[config.mk]
export PLATFORM = sky130hd
export DESIGN_NAME = stage4ma_agu
export DESIGN_NICKNAME = d
export VERILOG_FILES = /design/src/rtl/stage4ma_agu.sv
export SDC_FILE = /design/constraint.sdc
export NUM_CORES = 1
export LEC_CHECK = 0
export ABC_AREA = 1
export CAP_MARGIN = 10
export CELL_PAD_IN_SITES_DETAIL_PLACEMENT = 2
export CELL_PAD_IN_SITES_GLOBAL_PLACEMENT = 2
export CORE_UTILIZATION = 31
export CTS_CLUSTER_DIAMETER = 50
export DETAILED_ROUTE_END_ITERATION = 12
export GPL_TIMING_DRIVEN = 0
export PLACE_DENSITY = 0.92
export REMOVE_ABC_BUFFERS = 1
export SLEW_MARGIN = 20
export SYNTH_ARGS = -nofsm -noshare
export SYNTH_HDL_FRONTEND = slang
export SYNTH_SLANG_ARGS = --single-unit
[constraint.sdc]
create_clock -name clk -period 3.75 [get_ports clk]
set_input_delay 0.75 -clock clk [delete_from_list [all_inputs] [get_ports clk]]
set_output_delay 0.75 -clock clk [all_outputs]
set_load 0.02 [all_outputs]
[src/rtl/stage4ma_agu.sv]
// Memory Address stage: base + signed-offset address generation, post-increment writeback,
// range fault detection, and a 2-entry skid buffer between EX and MO.
module stage4ma_agu #(
  parameter int PC_W      = 12,
  parameter int ADDR_W    = 12,
  parameter int OFF_W     = 8,
  parameter int MEM_LIMIT = 4095,
  parameter int FCNT_W    = 8
) (
  input  logic              clk,
  input  logic              rst,
  input  logic              flush,
  input  logic              in_valid,
  output logic              in_ready,
  input  logic [PC_W-1:0]   pc_in,
  input  logic [1:0]        op_in,
  input  logic [ADDR_W-1:0] base_in,
  input  logic [OFF_W-1:0]  off_in,
  output logic              out_valid,
  input  logic              out_ready,
  output logic [PC_W-1:0]   pc_out,
  output logic [1:0]        op_out,
  output logic [ADDR_W-1:0] addr_out,
  output logic [ADDR_W-1:0] wb_out,
  output logic              wb_en_out,
  output logic              fault_out,
  output logic [FCNT_W-1:0] fault_cnt
);

  typedef enum logic [1:0] {
    S_EMPTY,
    S_ONE,
    S_TWO
  } state_e;

  typedef struct packed {
    logic [PC_W-1:0]   pc;
    logic [1:0]        op;
    logic [ADDR_W-1:0] addr;
    logic [ADDR_W-1:0] wb;
    logic              fault;
  } entry_t;

  localparam logic [1:0]        OP_LOAD    = 2'b01;
  localparam logic [1:0]        OP_STORE   = 2'b10;
  localparam logic [1:0]        OP_POSTINC = 2'b11;
  localparam logic [ADDR_W:0]   LIMIT_X    = (ADDR_W+1)'(MEM_LIMIT);
  localparam logic [FCNT_W-1:0] FCNT_MAX   = '1;

  state_e            state_q, state_d;
  entry_t            head_q, head_d;
  entry_t            tail_q, tail_d;
  logic              in_ready_q, in_ready_d;
  logic [FCNT_W-1:0] fcnt_q, fcnt_d;

  logic [ADDR_W:0]   sum;
  logic [ADDR_W-1:0] sum_lo;
  logic              base_over;
  logic              sum_over;
  entry_t            new_entry;
  logic              accept;
  logic              emit;

  // Widened compares keep the limit check well-formed even when MEM_LIMIT is the top address.
  always_comb begin
    sum       = {1'b0, base_in} + {{(ADDR_W+1-OFF_W){off_in[OFF_W-1]}}, off_in};
    sum_lo    = sum[ADDR_W-1:0];
    base_over = {1'b0, base_in} > LIMIT_X;
    sum_over  = {1'b0, sum_lo} > LIMIT_X;

    new_entry.pc    = pc_in;
    new_entry.op    = op_in;
    new_entry.addr  = base_in;
    new_entry.wb    = base_in;
    new_entry.fault = 1'b0;
    case (op_in)
      OP_LOAD, OP_STORE: begin
        new_entry.addr  = sum_lo;
        new_entry.fault = sum[ADDR_W] | sum_over;
      end
      OP_POSTINC: begin
        new_entry.wb    = sum_lo;
        new_entry.fault = sum[ADDR_W] | base_over | sum_over;
      end
      default: ;
    endcase
  end

  assign accept = in_valid & in_ready_q;
  assign emit   = (state_q != S_EMPTY) & out_ready;

  always_comb begin
    state_d = state_q;
    head_d  = head_q;
    tail_d  = tail_q;
    fcnt_d  = fcnt_q;

    if (flush) begin
      state_d = S_EMPTY;
    end else begin
      case (state_q)
        S_EMPTY: begin
          if (accept) begin
            head_d  = new_entry;
            state_d = S_ONE;
          end
        end
        S_ONE: begin
          case ({accept, emit})
            2'b10: begin
              tail_d  = new_entry;
              state_d = S_TWO;
            end
            2'b01: state_d = S_EMPTY;
            2'b11: head_d = new_entry;
            default: ;
          endcase
        end
        S_TWO: begin
          if (emit) begin
            head_d  = tail_q;
            state_d = S_ONE;
          end
        end
        default: state_d = S_EMPTY;
      endcase

      if (accept && new_entry.fault && (fcnt_q != FCNT_MAX)) begin
        fcnt_d = fcnt_q + 1'b1;
      end
    end

    in_ready_d = (state_d != S_TWO);
  end

  always_ff @(posedge clk) begin
    if (!rst) begin
      state_q    <= S_EMPTY;
      head_q     <= '0;
      tail_q     <= '0;
      in_ready_q <= 1'b1;
      fcnt_q     <= '0;
    end else begin
      state_q    <= state_d;
      head_q     <= head_d;
      tail_q     <= tail_d;
      in_ready_q <= in_ready_d;
      fcnt_q     <= fcnt_d;
    end
  end

  assign in_ready  = in_ready_q;
  assign out_valid = (state_q != S_EMPTY);
  assign pc_out    = head_q.pc;
  assign op_out    = head_q.op;
  assign addr_out  = head_q.addr;
  assign wb_out    = head_q.wb;
  assign fault_out = head_q.fault;
  assign wb_en_out = (head_q.op == OP_POSTINC) & ~head_q.fault;
  assign fault_cnt = fcnt_q;

endmodule

==> key figures, run 1 <==
Setup path
  • Worst Setup End Kind: flop
  • Startpoint kind of the worst setup timing path: input pin
  • Worst-path fanout max: 4
  • Worst setup path endpoint: tail_q[9]
  • Register-to-Register Path Depth: 8
  • Cell-by-cell trace of the critical path: clkdlybuf4s50_1 > ha_1 > fa_1 > nand3_1 > nand3_2 > a21oi_1 > xor2_1 > o21ai_1 > o21ai_1 > inv_1
  • Biggest cell delay along the critical path: between 0.4 and 0.5 ns
  • Crit-path slowest cell: fa_1
  • Startpoint of the most critical register-to-register path: state_q[0]
  • Required time reported for the critical path endpoint: approximately 4.0 ns
  • Data arrival at the endpoint of the critical path: approximately 3.1 ns
  • Type of the worst setup path: input pin to flop
  • Capture instance of the worst register-to-register path: addr_out[3]
  • Setup slack on the worst flop-to-flop path: 1.35 ns
  • Startpoint of the most critical setup path: base_in[0]
  • Cell repeated most along the worst path: o21ai_1

GRT
  • Number of global-route vias before repair: ~5700
  • Initial antenna violation count: 0
  • Aggregate global routing overflow: 0
  • Global-route wire length before repair: 28800 um
  • Overall global routing resource usage: 0.231
  • Maximum number of pins on one net before global-route repair: 53

Layout
  • Highest-count cells in the layout ignoring fill and taps: nand2_1, nor2_1, dfxtp_1, clkdlybuf4s50_1, inv_1
  • Layout-stage area growth over the synthesis result: 29.1%
  • Number of antenna diodes: 0
  • Filler cell count: 1712
  • Layout Cells excl Fill: approximately 950
  • Net count reported at finish: between 800 and 900
  • Most common library cell in the layout ignoring fill and taps: nand2_1
  • Finished Cell Area: 6140 um^2
  • Share of cells above drive strength 1: 0.0617

Drt
  • Total number of vias: 5008
  • DR DRC count: 0
  • Routed Antenna Nets: 0
  • Aggregate routed wire length: 17400 um
  • Routed wire per std cell: roughly 18 um
  • Count of routing violations after the opening detailed-route iteration: approximately 140
  • Iteration count of the initial detailed-routing pass: 4
  • Via density: 5.29

Clock tree
  • Worst-case clock buffer depth: 2
  • H-tree depth: 3
  • Clock latency at the later pin of the worst-skew pair: 0.36 ns
  • Post-CTS setup buffers: 0
  • Total CTS buffers: 9
  • Clock transition at path regs: approximately 0.070 ns
  • Clock net sink count: 89
  • TritonCTS clock tree: built
  • CTS Hold Buffers Added: 0
  • CTS-repair resized insts: 0
  • Root buffer cell: clkbuf_16

STA
  • Setup repair after global routing missed its margin: no
  • Fmax achieved: approximately 350 MHz
  • Period minus WS final: 2.85 ns
  • Final number of setup-violating endpoints: 0
  • Clk_skew: 0.00754 ns
  • Slew margin rel.: 0.347
  • Smallest setup slack after layout: 0.904 ns
  • Setup tns final: 0 ns
  • Actual slew at the worst max-slew pin: ~0.98 ns
  • Fin. max-slew vios: 0
  • Number of hold-slack violations in the final timing report: 0
  • Period utilisation layout: 0.759

Floorplanning
  • Placement row count: 44
  • Core outline area: 14800 um^2
  • Vert. Die Dim: 126 um
  • Initial Util: 0.322
  • Total I/O pin count: a little under 90
  • Chip Width: 126 um
  • Die Footprint: 15800 um^2

Power and ir drop
  • Relative contribution of sequential cells to total power: 0.385
  • Fraction of power spent switching nets: 0.298
  • Power after layout: 2.65 mW
  • Power density relative to cell area: 432 nW/um^2
  • Combinational share of power: 0.203
  • Sw Pwr: 0.789 mW
  • Internal power: 1.86 mW
  • Clock network power share: 0.412
  • Leakage power figure: 2.76 nW
  • Maximum resistive drop on vdd: roughly 0.00026 V

Place
  • DP Area: 5790 um^2
  • Weighted congestion at the end of routability-driven global placement: 0.856
  • Detailed placer's ending HPWL: 12000 um
  • Buffers added on ports: between 80 and 90
  • Post-Place Cells: 930
  • Worst setup slack after placement: ~0.52 ns

Run status
  • Status: completed

Logic synthesis
  • Cell area after synthesis: 4750 um^2
  • Seq/Total Area, Yosys: 0.375
  • Syn Inst Count: 690
  • Number of distinct library cells after synthesis: 38
  • Avg Cell Area, Syn: 6.89 um^2
  • Leading cell types by total area after synthesis: dfxtp_1, nand2_1, nor2_1
  • Largest area contributor in the netlist: dfxtp_1
  • Warning count from the yosys run: 0
  • FF+latch count, synth: 89
  • Yosys top cell area share: 0.375

Min path
  • Type of the tightest min-delay check: flop to flop

Run
  • # Max-Cap Violations: 0
==> worst max-delay path, delay by kind of cell <==
kind	cells	cell delay, ns
fa+ha+maj	2	0.77
compound gates	3	0.56
buf+inv	2	0.52
simple gates	2	0.26
xor+xnor	1	0.26
==> metal layers <==
layer | up-vias | routed length (um) | part of all wire | track usage
li1 | 2404 | - | - | -
met5 | - | 0 | 0 | 0
met4 | 0 | 427 | 0.025 | 0.102
met3 | 25 | 400 | 0.023 | 0.0280
met2 | 80 | 9040 | 0.52 | 0.435
met1 | 2499 | 7530 | 0.43 | 0.261
==> cell type report <==
class | count | area, um^2 | share of cell area
clock buffer | 9 | 225 | 0.0367
clock inverter | 7 | 125 | 0.0204
inverter | 71 | 269 | 0.0438
multi-input combinational | 494 | 2530 | 0.413
sequential | 89 | 1780 | 0.290
tap | 184 | 230 | 0.0375
timing repair buffer | 92 | 971 | 0.158
==> power groups by stage <==
stage / clock (mW) / combinational [mW] / sequential [mW]
floorplan: 0 / 0.256 / 1.08
global placement: 0 / 0.499 / 1.04
detailed placement: 0 / 0.534 / 1.04
CTS: 1.11 / 0.544 / 1.02
global route: 1.14 / 0.592 / 1.03
finish: 1.09 / 0.538 / 1.02
==> state kept, by name, indices dropped and copies added (netlist names) <==
name and cells:
addr_out 12, fault_cnt 8, fault_out 1, op_out 2, pc_out 12, in_ready 1, wb_out 12, state_q 2
tail_q 39
==> through the flow <==
| step | hold slack [ns] | util |
|---|---|---|
| after global routing | 0.498 | 0.416 |
| after floorplan | 0.446 | - |
| after detailed placement | 0.467 | 0.392 |
| final | 0.471 | 0.416 |
| after global placement | 0.453 | 0.385 |
| after CTS | 0.477 | 0.416 |
==> cell families after synthesis <==
group	after synthesis	synth area share
flops	89	0.375
simple gates	305	0.280
buf+inv	107	0.0940
compound gates	163	0.187
xor+xnor	8	0.0147
fa+ha+maj	18	0.0490
==> worst min-delay path by stage <==
stage | endpoint | startpoint | cells past startpoint
finish | wb_out[10] | wb_out[10] | 2
floorplan | tail_q[0] | tail_q[0] | 2
global placement | tail_q[0] | tail_q[0] | 2
CTS | wb_out[10] | wb_out[10] | 2
global route | addr_out[9] | addr_out[9] | 2
detailed placement | wb_out[10] | wb_out[10] | 2
==> cells in the mapped netlist (all sizes together) <==
cell and n:
a21oi 57, nand3 38, ha 17, a211oi 4, fa 1, inv 71, nand2 142, o21ai 76
nor3 1, nor2 106, dfxtp 89, or2 2, o211ai 8, xor2 4, o22ai 2, and3 1
clkbuf 18, a221oi 1, a31oi 14, a21o 1, xnor2 4, buf 18, nand4 15
Power figures use the tool's default switching activity.
==> run 2: changes to the inputs <==
--- a/config.mk
+++ b/config.mk
@@ -9,11 +9,11 @@
 export CAP_MARGIN = 10
 export CELL_PAD_IN_SITES_DETAIL_PLACEMENT = 2
 export CELL_PAD_IN_SITES_GLOBAL_PLACEMENT = 2
-export CORE_UTILIZATION = 31
+export CORE_UTILIZATION = 29
 export CTS_CLUSTER_DIAMETER = 50
 export DETAILED_ROUTE_END_ITERATION = 12
 export GPL_TIMING_DRIVEN = 0
-export PLACE_DENSITY = 0.92
+export PLACE_DENSITY = 0.88
 export REMOVE_ABC_BUFFERS = 1
 export SLEW_MARGIN = 20
 export SYNTH_ARGS = -nofsm -noshare
==> constraint.sdc (replaced) <==
create_clock -name clk -period 2.7 [get_ports clk]
set_input_delay 0.54 -clock clk [delete_from_list [all_inputs] [get_ports clk]]
set_output_delay 0.54 -clock clk [all_outputs]
set_load 0.02 [all_outputs]
==> key figures, run 2 (synthesis results as in run 1) <==
Clock tree
  • Worst-case clock buffer depth: 2 (unchanged)
  • Root buffer cell: clkbuf_16
  • TritonCTS clock tree: built
  • Clock latency at the later pin of the worst-skew pair: 0.36 ns (about the same)
  • H-tree depth: 3 (unchanged)
  • Clock net sink count: 89 (unchanged)
  • Clock transition at path regs: 0.06 ns (about the same)
  • Total CTS buffers: 9 (unchanged)

Run status
  • Status: completed

Power and ir drop
  • Leakage power figure: 2.75 nW (-0.49%)
  • Maximum resistive drop on vdd: 0.000315 V (+22%)
  • Power after layout: 3.54 mW (+34%)
  • Power density relative to cell area: 577 nW/um^2 (+34%)

GRT
  • Number of global-route vias before repair: 5503 (-3.5%)
  • Overall global routing resource usage: 0.213 (-0.0188)
  • Aggregate global routing overflow: 0 (unchanged)
  • Initial antenna violation count: 1 (+1)
  • Maximum number of pins on one net before global-route repair: 68 (+28%)
  • Global-route wire length before repair: 27700 um (-3.9%)

STA
  • Fin. max-slew vios: 0 (unchanged)
  • Final number of setup-violating endpoints: 0 (unchanged)
  • Fmax achieved: 398 MHz
  • Number of hold-slack violations in the final timing report: 0 (unchanged)
  • Actual slew at the worst max-slew pin: 0.898 ns (-0.0810 ns)
  • Setup repair after global routing missed its margin: no
  • Slew margin rel.: 0.401 (+0.0541)
  • Period minus WS final: around 2.5 ns
  • Period utilisation layout: 0.931
  • Clk_skew: 0.0120 ns (+0.00446 ns)

Floorplanning
  • Core outline area: 15900 um^2 (+8.1%)
  • Initial Util: 0.298 (-0.0240)
  • Chip Width: 130 um (+3.3%)
  • Vert. Die Dim: 130 um (+3.3%)
  • Die Footprint: 16900 um^2 (+6.8%)
  • Placement row count: 46 (+4.5%)
  • Total I/O pin count: 89 (unchanged)

Layout
  • Most common library cell in the layout ignoring fill and taps: nand2_1
  • Filler cell count: 1857 (+8.5%)
  • Share of cells above drive strength 1: 0.0643 (+0.00262)
  • Net count reported at finish: 815 (+0.12%)
  • Layout-stage area growth over the synthesis result: 29.1% (about the same)
  • Finished Cell Area: 6130 um^2 (about the same)
  • Number of flip-flops in the largest register: 39 (unchanged)
  • Most flop-heavy register: tail_q
  • Highest-count cells in the layout ignoring fill and taps: nand2_1, nor2_1, dfxtp_1, clkdlybuf4s50_1, inv_1

Place
  • Detailed placer's ending HPWL: 11800 um (-1.4%)
  • Weighted congestion at the end of routability-driven global placement: 0.812 (-5.2%)
  • Buffers added on ports: 88 (unchanged)
  • DP Area: 5780 um^2 (about the same)

Setup path
  • Data arrival at the endpoint of the critical path: 2.80 ns (-0.30 ns)
  • Startpoint kind of the worst setup timing path: input pin
  • Worst-path fanout max: 5 (+1)
  • Register-to-Register Path Depth: 10 (+2)
  • Worst Setup End Kind: flop
  • Required time reported for the critical path endpoint: 2.98 ns (-1.03 ns)
  • Type of the worst setup path: input pin to flop

Min path
  • Type of the tightest min-delay check: flop to flop
  • Hold path depth: 2 (unchanged)

Drt
  • Total number of vias: 4968 (-0.80%)
  • Count of routing violations after the opening detailed-route iteration: 217 (+57%)
  • Via density: 5.07 (-4.1%)
  • Iteration count of the initial detailed-routing pass: 4 (unchanged)
  • Routed Antenna Nets: 0 (unchanged)
  • Aggregate routed wire length: 17500 um (+0.57%)
  • Routed wire per std cell: 17.9 um (-2.8%)
  • DR DRC count: 0 (unchanged)

Run
  • # Max-Cap Violations: 0 (unchanged)
==> run 2: repair_timing <==
item | 4_1_cts | 5_1_grt
setup buffers | 0 | 1
hold buffers | 0 | 0
gates resized for setup | 0 | 4
setup endpoints to repair | 0 | 52
==> run 2: worst paths after layout <==
check                   from           end  slack, ns
setup / recovery  base_in[0]  fault_cnt[2]       0.19
hold / removal    wb_out[10]    wb_out[10]       0.47
setup reg to reg  state_q[1]    tail_q[20]       0.34
hold reg to reg   wb_out[10]    wb_out[10]       0.47
==> run 2: worst max-delay path, cell delays in order <==
cell and delay, ns:
clkdlybuf4s50_1 0.48, ha_2 0.26, fa_2 0.39, nand3_1 0.11
nand3_2 0.12, nand3_1 0.13, nand3_1 0.11, nand2_2 0.13
nand4_4 0.14, nor2_4 0.18, nor2_1 0.06, nor2_1 0.15
==> run 2: layout make-up <==
| cell class | count | area, um^2 | area share |
|---|---|---|---|
| clock buffers | 9 | 225 | 0.0367 |
| multi-input cells | 496 | 2560 | 0.417 |
| clock inverters | 6 | 91.3 | 0.0149 |
| repair buffers | 91 | 936 | 0.153 |
| flip-flops and latches | 89 | 1780 | 0.290 |
| inverters | 71 | 270 | 0.0441 |
| well taps | 216 | 270 | 0.0441 |
| diodes | 1 | 2.50 | 0.000408 |
==> run 2: where the power goes <==
group	switching, mW	internal [mW]	total, mW
Combinational	0.456	0.291	0.747
Clock	0.565	0.811	1.38
Sequential	0.0403	1.38	1.42
Total	1.06	2.48	3.54
==> run 2: routing by layer <==
metal  GRT usage  vias to the layer above  wire, um
met4      0.0889                        2       381
li1            -                     2406         -
met2       0.388                       87      8820
met3      0.0308                       25       525
met5           0                        -        34
met1       0.247                     2448      7740
==> run 2: per-stage QoR <==
step	hold WS, ns	util	cells	worst slack, ns	setup TNS [ns]
2_1_floorplan	0.446	-	654	-0.0903	-0.969
3_3_place_gp	0.457	0.359	958	-1.76	-89.13
3_5_place_dp	0.466	0.363	960	-0.365	-16.94
4_1_cts	0.475	0.383	975	0.00151	0
5_1_grt	0.495	0.385	979	0.0243	0
6_report	0.468	0.385	979	0.187	0
==> run 3: changes to the inputs <==
==> constraint.sdc (replaced) <==
create_clock -name clk -period 2.35 [get_ports clk]
set_input_delay 0.47 -clock clk [delete_from_list [all_inputs] [get_ports clk]]
set_output_delay 0.47 -clock clk [all_outputs]
set_load 0.02 [all_outputs]
==> key figures, run 3 (synthesis results as in run 1) <==
GRT
  • Initial antenna violation count: 0 (-1)
  • Number of global-route vias before repair: 5601 (+1.8%)
  • Maximum number of pins on one net before global-route repair: 68 (unchanged)
  • Overall global routing resource usage: 0.227 (+0.0143)
  • Global-route wire length before repair: 29200 um (+5.3%)
  • Aggregate global routing overflow: 0 (unchanged)

Floorplanning
  • Total I/O pin count: 89 (unchanged)
  • Chip Width: 130 um (unchanged)
  • Vert. Die Dim: 130 um (unchanged)
  • Core outline area: 15900 um^2 (unchanged)
  • Initial Util: 0.298 (unchanged)
  • Die Footprint: 16900 um^2 (unchanged)
  • Placement row count: 46 (unchanged)

Drt
  • Routed Antenna Nets: 0 (unchanged)
  • DR DRC count: 0 (unchanged)
  • Aggregate routed wire length: 19100 um (+8.9%)
  • Routed wire per std cell: 19.3 um (+7.8%)
  • Total number of vias: 5104 (+2.7%)
  • Via density: 5.16 (+1.7%)
  • Iteration count of the initial detailed-routing pass: 4 (unchanged)
  • Count of routing violations after the opening detailed-route iteration: 230 (+6.0%)

Power and ir drop
  • Clock network power share: 0.381 (-0.007)
  • Internal power: 2.89 mW (+16%)
  • Combinational share of power: 0.227 (+0.016)
  • Power density relative to cell area: 652 nW/um^2 (+13%)
  • Maximum resistive drop on vdd: 0.000373 V (+18%)
  • Leakage power figure: 2.85 nW (+3.9%)
  • Relative contribution of sequential cells to total power: 0.392 (-0.009)
  • Fraction of power spent switching nets: 0.306 (+0.00572)
  • Power after layout: 4.16 mW (+17%)
  • Sw Pwr: 1.27 mW (+20%)

STA
  • Worst hold slack across all endpoints: 0.468 ns (+0.000151 ns)
  • Clk_skew: 0.0107 ns (-0.00130 ns)
  • Fmax achieved: 440 MHz
  • Actual slew at the worst max-slew pin: 0.904 ns (+0.00688 ns)
  • Final number of setup-violating endpoints: 0 (unchanged)
  • Period utilisation layout: 0.966
  • Period minus WS final: about 2.3 ns
  • Slew margin rel.: 0.396 (-0.00459)
  • Fin. max-slew vios: 0 (unchanged)
  • Smallest setup slack after layout: 0.0798 ns (-0.107 ns)
  • Number of hold-slack violations in the final timing report: 0 (unchanged)

Setup path
  • Data arrival at the endpoint of the critical path: 2.52 ns (-0.28 ns)
  • Startpoint kind of the worst setup timing path: input pin
  • Worst-path fanout max: 28 (+23)
  • Required time reported for the critical path endpoint: 2.60 ns (-0.38 ns)
  • Type of the worst setup path: input pin to flop
  • Worst Setup End Kind: flop

Layout
  • Most common library cell in the layout ignoring fill and taps: nand2_1
  • Most flop-heavy register: tail_q
  • Layout-stage area growth over the synthesis result: 34.1%
  • Filler cell count: 1838 (-1.0%)
  • Share of cells above drive strength 1: 0.105 (+0.0405)
  • Number of flip-flops in the largest register: 39 (unchanged)
  • Number of antenna diodes: 0 (-1)
  • Highest-count cells in the layout ignoring fill and taps: nand2_1, nor2_1, dfxtp_1, clkdlybuf4s50_1, inv_1
  • Net count reported at finish: 826 (+1.3%)
  • Layout Cells excl Fill: 989 (+1.0%)

Place
  • Post-Place Cells: 960 (unchanged)
  • Worst setup slack after placement: -0.645 ns (-0.280 ns)
  • Detailed placer's ending HPWL: 11800 um (unchanged)
  • Weighted congestion at the end of routability-driven global placement: 0.812 (unchanged)
  • Buffers added on ports: 88 (unchanged)

Clock tree
  • H-tree depth: 3 (unchanged)
  • Worst-case clock buffer depth: 2 (unchanged)
  • Root buffer cell: clkbuf_16
  • Clock net sink count: 89 (unchanged)
  • TritonCTS clock tree: built
  • Clock transition at path regs: 0.07 ns (about the same)
  • Clock latency at the later pin of the worst-skew pair: 0.36 ns (about the same)
  • Total CTS buffers: 9 (unchanged)

Run status
  • Status: completed

Min path
  • Type of the tightest min-delay check: flop to flop

Run
  • # Max-Cap Violations: 0 (unchanged)
-- run 3: changes by cell type in the layout (fill, tap and decap cells not counted), sizes merged --
cell	before	now
clkbuf	9	11
clkinv	4	3
clkinvlp	0	1
nor2	108	111
dlymetal6s2s	1	8
dlygate4sd2	0	1
buf	4	12
clkdlybuf4s50	86	76
diode	1	0
-- run 3: worst paths after layout --
| kind | startpoint | end | slack (ns) | depth (start not counted) |
|---|---|---|---|---|
| setup reg to reg | state_q[0] | tail_q[26] | 0.18 | 8 |
| setup / recovery | out_ready | tail_q[17] | 0.08 | 12 |
| hold reg to reg | wb_out[10] | wb_out[10] | 0.47 | 2 |
| hold / removal | wb_out[10] | wb_out[10] | 0.47 | 2 |
-- run 3: routing by layer --
layer / up-vias / GRT usage / routed length [um]
met5: - / 0 / 0
met4: 0 / 0.0999 / 467
met3: 30 / 0.0357 / 628
met2: 104 / 0.405 / 9640
met1: 2536 / 0.267 / 8320
li1: 2434 / - / -
-- run 3: worst max-delay path, cell delays in order --
cell and delay [ns]:
clkdlybuf4s50_1 0.57, inv_1 0.06, nor2_1 0.19, inv_1 0.10, ha_1 0.22, nand2_2 0.16, nor2_4 0.08, buf_16 0.20
nor2_1 0.14, nor2_1 0.07, o21ai_1 0.17, inv_1 0.07
-- run 3: cell type report --
cell class | count | area, um^2 | share of cell area
inverters | 71 | 280 | 0.0440
clock buffers | 9 | 225 | 0.0353
repair buffers | 99 | 1000 | 0.157
flip-flops and latches | 89 | 1780 | 0.280
multi-input cells | 499 | 2720 | 0.427
well taps | 216 | 270 | 0.0424
clock inverters | 6 | 91.3 | 0.0143
-- run 3: repair_timing --
action	4_1_cts	5_1_grt
pin swaps	4	7
hold buffers	0	0
buffers inserted	2	7
resized for setup	9	33
endpoints found under the setup margin	52	50
gates cloned	4	1
-- run 3: metrics by stage --
step	util	setup TNS, ns	cell area [um^2]
6_report	0.400	0	6370
5_1_grt	0.400	-0.132	6370
4_1_cts	0.387	0	6170
3_5_place_dp	0.363	-39.25	5780
3_3_place_gp	0.359	-114.56	5730
2_1_floorplan	-	-7.86	4580
-- run 3: power groups by stage --
stage	combinational [mW]	clock [mW]	sequential (mW)
detailed placement	0.846	0	1.66
global route	1.03	1.67	1.64
finish	0.943	1.58	1.63
CTS	0.887	1.63	1.63
floorplan	0.409	0	1.73
global placement	0.802	0	1.66
